### src/rtl/demux_scan_7ch.sv
// rtl/demux_scan_7ch.sv - round-robin select scanner that rebuilds 7 mux inputs into a parallel word
//
// Drives the 3-bit select code of an 8-to-1 mux through slots 0..7, samples the
// mux output once per slot and publishes the seven data bits at slot 7.
//
// Parameters:
//   SETTLE  en ticks per slot (1..15); d_in is sampled on the last tick of a slot
//   TW      tick counter width, 2**TW > SETTLE
//
// Ports:
//   clk         system clock, rising edge
//   rst         synchronous active-high reset
//   en          scan tick; state advances only when high
//   d_in        serial bit from the mux output
//   b0,b1,b2    select code to the mux (b0 = MSB)
//   q[6:0]      last completed frame, q[k] = e_k
//   valid       set once the first frame has been published
//   frame_done  one-cycle pulse coinciding with a new q
//   sync_err    one-cycle pulse when slot 7 reads back 1 (SLOT7_CHECK_EN only)
//
// Build option: define SLOT7_CHECK_EN to reject frames whose slot-7 sample is 1.

module demux_scan_7ch #(
    parameter int SETTLE = 1,
    parameter int TW     = 4
) (
    input  logic       clk,
    input  logic       rst,
    input  logic       en,
    input  logic       d_in,
    output logic       b0,
    output logic       b1,
    output logic       b2,
    output logic [6:0] q,
    output logic       valid,
    output logic       frame_done,
    output logic       sync_err
);

    // The slot counter is the state register; state is a decode of it.
    typedef enum logic {
        SCAN    = 1'b0,
        PUBLISH = 1'b1
    } state_t;

    state_t          state;
    logic [2:0]      slot;
    logic [2:0]      slot_nx;
    logic [TW-1:0]   tick;
    logic [TW-1:0]   tick_nx;
    logic [6:0]      shadow;
    logic [6:0]      shadow_nx;
    logic [6:0]      q_nx;
    logic            valid_nx;
    logic            frame_done_nx;
    logic            sync_err_nx;
    logic            last_tick;

    assign b0 = slot[2];
    assign b1 = slot[1];
    assign b2 = slot[0];

    assign state     = (slot == 3'd7) ? PUBLISH : SCAN;
    assign last_tick = en && (tick == TW'(SETTLE - 1));

    always_ff @(posedge clk) begin
        if (rst) begin
            slot       <= 3'd0;
            tick       <= '0;
            shadow     <= 7'd0;
            q          <= 7'd0;
            valid      <= 1'b0;
            frame_done <= 1'b0;
            sync_err   <= 1'b0;
        end else begin
            slot       <= slot_nx;
            tick       <= tick_nx;
            shadow     <= shadow_nx;
            q          <= q_nx;
            valid      <= valid_nx;
            frame_done <= frame_done_nx;
            sync_err   <= sync_err_nx;
        end
    end

    always_comb begin
        slot_nx       = slot;
        tick_nx       = tick;
        shadow_nx     = shadow;
        q_nx          = q;
        valid_nx      = valid;
        frame_done_nx = 1'b0;
        sync_err_nx   = 1'b0;

        if (en) begin
            tick_nx = tick + TW'(1);
        end

        if (last_tick) begin
            tick_nx = '0;
            slot_nx = slot + 3'd1;
            unique case (state)
                SCAN: begin
                    for (int k = 0; k < 7; k++) begin
                        if (slot == 3'(k)) begin
                            shadow_nx[k] = d_in;
                        end
                    end
                end
                PUBLISH: begin
                    // Shadow is not cleared: every bit is rewritten next frame.
`ifdef SLOT7_CHECK_EN
                    if (d_in) begin
                        sync_err_nx = 1'b1;
                    end else begin
                        q_nx          = shadow;
                        valid_nx      = 1'b1;
                        frame_done_nx = 1'b1;
                    end
`else
                    q_nx          = shadow;
                    valid_nx      = 1'b1;
                    frame_done_nx = 1'b1;
`endif
                end
                default: begin
                    slot_nx = slot;
                end
            endcase
        end
    end

endmodule

### config.mk
export PLATFORM = sky130hd
export DESIGN_NAME = demux_scan_7ch
export DESIGN_NICKNAME = d
export VERILOG_FILES = /design/src/rtl/demux_scan_7ch.sv
export SDC_FILE = /design/constraint.sdc
export NUM_CORES = 1
export LEC_CHECK = 0
export CAP_MARGIN = 20
export CORE_ASPECT_RATIO = 1.4
export CORE_UTILIZATION = 51
export CTS_CLUSTER_SIZE = 30
export DETAILED_ROUTE_END_ITERATION = 7
export HOLD_SLACK_MARGIN = 0.08
export PLACE_DENSITY = 0.77
export SYNTH_ARGS = -nofsm -noshare
export SYNTH_HDL_FRONTEND = slang
export SYNTH_SLANG_ARGS = --single-unit
### constraint.sdc
create_clock -name clk -period 1.4 [get_ports clk]
set_input_delay 0.28 -clock clk [delete_from_list [all_inputs] [get_ports clk]]
set_output_delay 0.28 -clock clk [all_outputs]
set_load 0.1 [all_outputs]
# Word level (Yosys, flattened, before mapping)
# Cells that the tools add are included.
dict set report totals {
  regBits 23
  inputBits 4
}
dict set report classes {
  n_addsub 2
  n_eq_ne 7
  mux 2
  bitwise_logic 2
  n_reduce_logical 13
}
# operator count
set op_table {}
lappend op_table {{$reduce_and A3 Y1} 7}
lappend op_table {{$eq A3 B3 Y1 const B} 4}
lappend op_table {{$eq A3 B2 Y1 const B} 2}
lappend op_table {{$add A4 B1 Y4 const B} 1}
lappend op_table {{$logic_not A4 Y1} 1}
lappend op_table {{$reduce_or A2 Y1} 2}
lappend op_table {{$add A3 B1 Y3 const B} 1}
lappend op_table {{$eq A3 B1 Y1 const B} 1}
lappend op_table {{$logic_not A3 Y1} 1}
lappend op_table {{$mux W1} 2}
lappend op_table {{$not A1 Y1} 2}
lappend op_table {{$reduce_and A2 Y1} 1}
lappend op_table {{$logic_and A1 B1 Y1} 1}

# Depth between registers and ports, before layout
# Gate-level depths: netlist (run 1).
dict set report logic_depth {
  ltp_word 4
  depth_mapped 7
  ltp_nobuf 5
}

# Worst setup path before layout (run 1)
# No wires, ideal clock.
dict set report synth_timing {
  kind {flip-flop to flip-flop}
  startpoint {register slot[0]}
  endpoint {register shadow[0]}
  setup_time_ns 0.127
  arrival_time_ns 1.914
  t_required_ns 1.273
  path_slack_ns -0.640
  path_stages_with_launch 6
  n_path_buf 0
  period_less_slack_ns 2.040
  cell_sequence {dfxtp_1 -> ha_1 -> ha_1 -> inv_1 -> and4_1 -> mux2i_1}
}
dict set report synth_between {
  elab_chain_len 4
}
# element line
set synth_lines {}
lappend synth_lines {{from (decl)} 47} ;# logic [2:0] slot;
lappend synth_lines {{from (signal assigned)} 76} ;# slot <= slot_nx;
lappend synth_lines {{$eq A3 B3 Y1} 63} ;# assign state = (slot == 3'd7) ? PUBLISH : SCAN;
lappend synth_lines {{$mux W1} 63}
lappend synth_lines {{via state} 46} ;# state_t state;
lappend synth_lines {{$not A1 Y1 (no line)} -}
lappend synth_lines {{$reduce_and A3 Y1 (no line)} -}
lappend synth_lines {{to (signal assigned)} 78} ;# shadow <= shadow_nx;
lappend synth_lines {{to (decl)} 51} ;# logic [6:0] shadow;
# The timed path passes the listed nets, and every way through them passes these cells.
# A chain may end at the register's enable or synchronous reset.

# Final worst setup path (run 1)
dict set report layout_timing {
  startpoint {register tick[1]}
  endpoint {register shadow[1]}
}
dict set report layout_between {
  elab_chain_len 3
}
# element line
set layout_lines {}
lappend layout_lines {{from (decl)} 49} ;# logic [TW-1:0] tick;
lappend layout_lines {{from (signal assigned)} 77} ;# tick <= tick_nx;
lappend layout_lines {{$logic_not A4 Y1} 64} ;# assign last_tick = en && (tick == TW'(SETTLE - 1));
lappend layout_lines {{$logic_and A1 B1 Y1} 64}
lappend layout_lines {{$reduce_and A3 Y1 (no line)} -}
# Every way passes these cells.

==> out/metrics.csv, run 1 <==
metric,value,unit
outcome,"finished, final reports clean",
h-tree-depth,1,
ys.flop_type,dfxtp_1,
yosysWarnings,0,
slew_viol_final,0,
p_leak,0.634,nW
viasPerCell,5.31,
grt_pass1_wl,3150,um
nNetsFinal,136,
timing.hold.ws,0.492,ns
first_iter_violations,15,
core_area,1950,um2
dr.pass1.iters,4,
crit_arrival,1.54,ns
synth_seq_cells,23,
netSwitchingFraction,29.7,%
cellPowerDensity,894,nW/um2
synthCells,100,
r2r_start,tick[1],
crit_path_start,tick[1],
netlist_area,1060,um2
cp_slowest_cell,dfxtp_2,
finalCritPeriodShare,95.5,%
drt-total-wl,1920,um
cts_tree,yes,
reg2reg_slack,0.06,ns
maxCapViolCount,0,
r2r.worst_path.cells,6,
synth_common_cells,"23 x dfxtp_1, 16 x mux2i_1, 15 x nand2b_1, 8 x ha_1",
clkPwrFrac,23.3,%
grt_pass1_vias,764,
synth.distinct_cells,22,
portBuffers,15,
avgSynthCellArea,10.6,um2
clock.fmax,748,MHz
synth-edff-count,0,
cts-buffers-inserted,3,
post-route-min-period,1.34,ns
crit_fanout,5,
min_path_type,reg -> reg,
max_stage_delay,0.34,ns
yosysSeqAreaShare,43.6,%
endpoint,shadow[1],
p_comb_share,22.4,%
crit_path_start_kind,flop,
synth.most_common_cell,dfxtp_1,
die_w,40.5,um
wl_per_cell,13.3,um
antenna_found_initial,0,
area_growth_syn_to_layout,37.2,%
die_h,55.9,um
hold_violations,0,
r2r_end,shadow[1],
grt_overflow,0,
yosysTopAreaCell,dfxtp_1,
final_antenna_net_count,0,
start_util,54.2,%
hpwl,1370,um
grt_util_all_layers,19.8,%
cts.sinks,23,
holdBufCountCts,0,
power,1.30,mW
drc,0,
clockBufferDepth,2,
crit_chain,inv_2 > ha_4 > and4bb_4 > buf_6 > nand4_1 > mux2i_1,
io_pins,17,
power_frac_seq,54.4,%
clkLatencyLatePin,0.31,ns
crit_path_end_kind,flop,
power_switching,0.386,mW
syn_nets,112,
antenna_cells,0,
dieArea,2260,um2
path_class,reg -> reg,
grt_max_degree,13,
rows,19,
peakVddDrop,742,uV
cts_root_buffer,clkbuf_4,
vias,765,
synth-async-reset-ratio,0,%
clkTransAtPathRegs,0.12,ns
drive_above_1_share,31.7,%
yosys.area.top_type_share,43.6,%
fin_worst_skew,0.00206,ns
worstPathRequired,1.60,ns
routabilityCongestion,0.845,
synthTopCellsByArea,"dfxtp_1 44%, mux2i_1 15%, ha_1 9.5%",
intPower,0.911,mW
setup_violations,0,
-- cells in the final DEF, fill, tap and decap left out, types with 3 or more instances in the layout --
cell type	n
buf_12	12
buf_4	8
clkbuf_4	3
clkdlybuf4s50_1	3
dfxtp_1	18
dfxtp_4	3
ha_1	5
inv_1	3
inv_2	3
mux2i_1	16
nand2b_1	15
nand4_1	6
nor2_1	5
nor3_1	4
-- per-stage QoR --
stage	area [um2]	setup slack [ns]	cells	TNS (ns)	utilization (%)
final	1450	0.0624	144	0	74.4
after global routing	1450	-0.000168	144	-0.000168	74.4
after CTS	1430	0.00337	143	0	73.1
after detailed placement	1390	-0.244	139	-3.60	71.5
after global placement	1390	-0.206	139	-2.93	71.5
after floorplan	1080	0.0106	100	0	-
-- per-layer routing --
metal  vias to the layer above  track usage, %  routed length, um
met5                         -               0                  0
met4                         0            10.0                 51
met3                         7            2.40                 83
met2                        23            33.6               1040
met1                       354            22.4                745
li1                        381               -                  -
-- worst min path at each step --
stage | start | end | slack (ns) | cells past startpoint
2_1_floorplan | en | tick[0] | 0.46 | 2
3_3_place_gp | shadow[3] | q[3] | 0.47 | 2
3_5_place_dp | shadow[0] | q[0] | 0.48 | 2
4_1_cts | shadow[0] | shadow[0] | 0.50 | 2
5_1_grt | shadow[0] | shadow[0] | 0.51 | 2
6_report | shadow[0] | shadow[0] | 0.49 | 2
-- worst max-delay path: cells and delay by family (launching register included) --
kind                       cells  cell delay, ns
and+or+nand+nor                2            0.41
muxes                          1            0.15
buffers and inverters          2            0.19
adders and majority gates      1            0.13
DFF                            1            0.34
-- sequential cells by signal (all words and copies together), names as in the netlist --
| register | count |
|---|---|
| valid | 1 |
| slot | 3 |
| frame_done | 1 |
| shadow | 7 |
| q | 7 |
| tick | 4 |
-- kinds of logic (layout without fill, tap and decap cells) --
family,after synthesis,count (layout),synth area share (%)
flops,23,23,43.6
mux,16,16,15.1
buf+inv,11,34,6.51
other cells,1,1,0.355
compound gates,2,2,1.66
xor+xnor,4,4,3.31
fa+ha+maj,8,8,9.47
simple gates,35,35,20.0
-- repair_timing --
item	CTS	global route
resized for setup	3	6
endpoints found under the setup margin	4	6
setup buffers	0	1
pin swaps	0	1
-- power by group through the flow --
| stage | Sequential (mW) | Combinational [mW] | Clock (mW) |
|---|---|---|---|
| 2_1_floorplan | 0.783 | 0.125 | 0 |
| 3_3_place_gp | 0.718 | 0.268 | 0 |
| 3_5_place_dp | 0.718 | 0.272 | 0 |
| 4_1_cts | 0.705 | 0.280 | 0.307 |
| 5_1_grt | 0.709 | 0.307 | 0.330 |
| 6_report | 0.705 | 0.290 | 0.302 |
-- area by class of cell --
type | count | area (um2)
repair buffers | 24 | 342
clock buffers | 4 | 26.3
flip-flops and latches | 23 | 474
fillers | 131 | 499
multi-input cells | 66 | 559
inverters | 6 | 22.5
well taps | 21 | 26.3
(Power assumes the default switching activity.)
==> run 2, diff against run 1 <==
--- a/config.mk
+++ b/config.mk
@@ -8,6 +8,7 @@
 export CAP_MARGIN = 20
 export CORE_ASPECT_RATIO = 1.4
 export CORE_UTILIZATION = 51
+export CTS_BUF_LIST = sky130_fd_sc_hd__clkbuf_16
 export CTS_CLUSTER_SIZE = 30
 export DETAILED_ROUTE_END_ITERATION = 7
 export HOLD_SLACK_MARGIN = 0.08
==> constraint.sdc (replaced) <==
create_clock -name clk -period 1.3 [get_ports clk]
set_input_delay 0.26 -clock clk [delete_from_list [all_inputs] [get_ports clk]]
set_output_delay 0.26 -clock clk [all_outputs]
set_load 0.1 [all_outputs]
==> run 2 against run 1 <==
Sequential share of layout area down 2.8 points. Via count up 2.6%. Power up 36%. First-iteration DRC count down 53%. Routed wire length up 5.3%. Register-to-register slack worse by 0.16 ns. The flow now finishes with violations (setup timing). Cell area up 9.3%. Worst setup slack worse by 0.16 ns. Clock-buffer cell count down 1. Critical path depth unchanged. Sequential cell count unchanged.
==> out/metrics.csv, run 2 (synthesis results as in run 1) <==
metric,value,unit
rows,19,
p_leak,0.690,nW
fin_worst_skew,0.00460,ns
vias,785,
dp_cells,142,
die_w,40.5,um
cts-buffers-inserted,3,
crit_path_end_kind,flop,
viasPerCell,5.27,
wl_per_cell,13.5,um
maxCapViolCount,0,
grt_pass1_wl,3390,um
failed_checks,setup timing,
io_pins,17,
cts.sinks,23,
routabilityCongestion,0.779,
top_regs,"q x7, shadow x7, tick x4",
core_area,1950,um2
clock.fmax,713,MHz
grt_pass1_vias,809,
start_util,54.2,%
final_antenna_net_count,0,
path_class,reg -> reg,
antenna_cells,0,
die_h,55.9,um
hpwl,1370,um
cts_tree,yes,
rsz0062_at_grt,true,
dpl_worst_slack,-0.354,ns
grt_overflow,0,
dr.pass1.iters,2,
antenna_found_initial,0,
crit_path_start_kind,flop,
grt_max_degree,14,
slew_viol_final,0,
hold_violations,0,
worstPathRequired,1.48,ns
area_growth_syn_to_layout,49.9,%
timing.hold.ws,0.489,ns
crit_fanout,6,
holdBufCountCts,0,
setup_violations,17,
outcome,"finished, violations left",
min_path_type,reg -> reg,
h-tree-depth,1,
post-route-min-period,1.40,ns
clkLatencyLatePin,0.26,ns
dieArea,2260,um2
nNetsFinal,141,
cts_root_buffer,clkbuf_16,
setup_ws,-0.102,ns
first_iter_violations,7,
portBuffers,15,
power,1.77,mW
drt-total-wl,2020,um
crit_arrival,1.58,ns
peakVddDrop,941,uV
grt_util_all_layers,21.4,%
stdcell_count,149,
drc,0,
layout_common_cells,"18 x dfxtp_1, 15 x nand2b_1, 15 x mux2i_1",
finalCritPeriodShare,108,%
cellPowerDensity,1120,nW/um2
mostFrequentLayoutCell,dfxtp_1,
clockBufferDepth,2,
clkTransAtPathRegs,0.06,ns
drive_above_1_share,37.5,%
## run 2: final timing paths
| check | cells after the start | slack, ns | to | start |
|---|---|---|---|---|
| worst max register to register | 6 | -0.10 | shadow[0] | tick[1] |
| worst min-delay path | 2 | 0.49 | shadow[2] | shadow[2] |
| worst min register to register | 2 | 0.49 | shadow[2] | shadow[2] |
| worst max-delay path | 6 | -0.10 | shadow[0] | tick[1] |
## run 2: final cells by class
cell class	instances	area, um2
clock buffer	3	75.1
fill	106	364
clock inverter	1	5.00
timing repair buffer	29	390
sequential	23	474
tap	21	26.3
multi-input combinational	66	592
inverter	6	22.5
## run 2: repair_timing
| action | CTS | global route |
|---|---|---|
| pin swaps | 2 | 3 |
| endpoints found under the setup margin | 16 | 22 |
| gates cloned | 1 | 0 |
| gates resized for setup | 7 | 7 |
| buffers inserted | 3 | 0 |
## run 2: power breakdown
part / internal [mW] / switching (mW)
clock: 0.414 / 0.249
combinational: 0.152 / 0.191
sequential: 0.729 / 0.0325
total: 1.30 / 0.473
## run 2: worst max-delay path: stages (launching register included)
cell and delay, ns:
dfxtp_2 0.32, inv_2 0.04, ha_2 0.15, and4bb_2 0.27, buf_6 0.13, and4_1 0.20, mux2i_1 0.21
## run 2: stage by stage
stage | instance area [um2] | TNS (ns) | util (%)
2_1_floorplan | 1090 | -0.0167 | -
3_3_place_gp | 1440 | -4.55 | 73.9
3_5_place_dp | 1440 | -5.52 | 73.9
4_1_cts | 1580 | -0.413 | 81.0
5_1_grt | 1590 | -1.35 | 81.3
6_report | 1590 | -0.560 | 81.3
## run 2: metal layers
| metal | global-route usage (%) | share of wire, % | up-vias |
|---|---|---|---|
| met1 | 23.8 | 41 | 376 |
| met3 | 3.60 | 1.5 | 5 |
| met5 | 0 | 0 | - |
| met4 | 10.0 | 2.2 | 0 |
| met2 | 36.5 | 55 | 11 |
| li1 | - | - | 393 |
==> run 3, diff against run 2 <==
--- a/config.mk
+++ b/config.mk
@@ -11,6 +11,7 @@
 export CTS_BUF_LIST = sky130_fd_sc_hd__clkbuf_16
 export CTS_CLUSTER_SIZE = 30
 export DETAILED_ROUTE_END_ITERATION = 7
+export GPL_TIMING_DRIVEN = 1
 export HOLD_SLACK_MARGIN = 0.08
 export PLACE_DENSITY = 0.77
 export SYNTH_ARGS = -nofsm -noshare
==> results of run 3 <==
No change in the layout: final DEF, timing and power equal those of run 2.
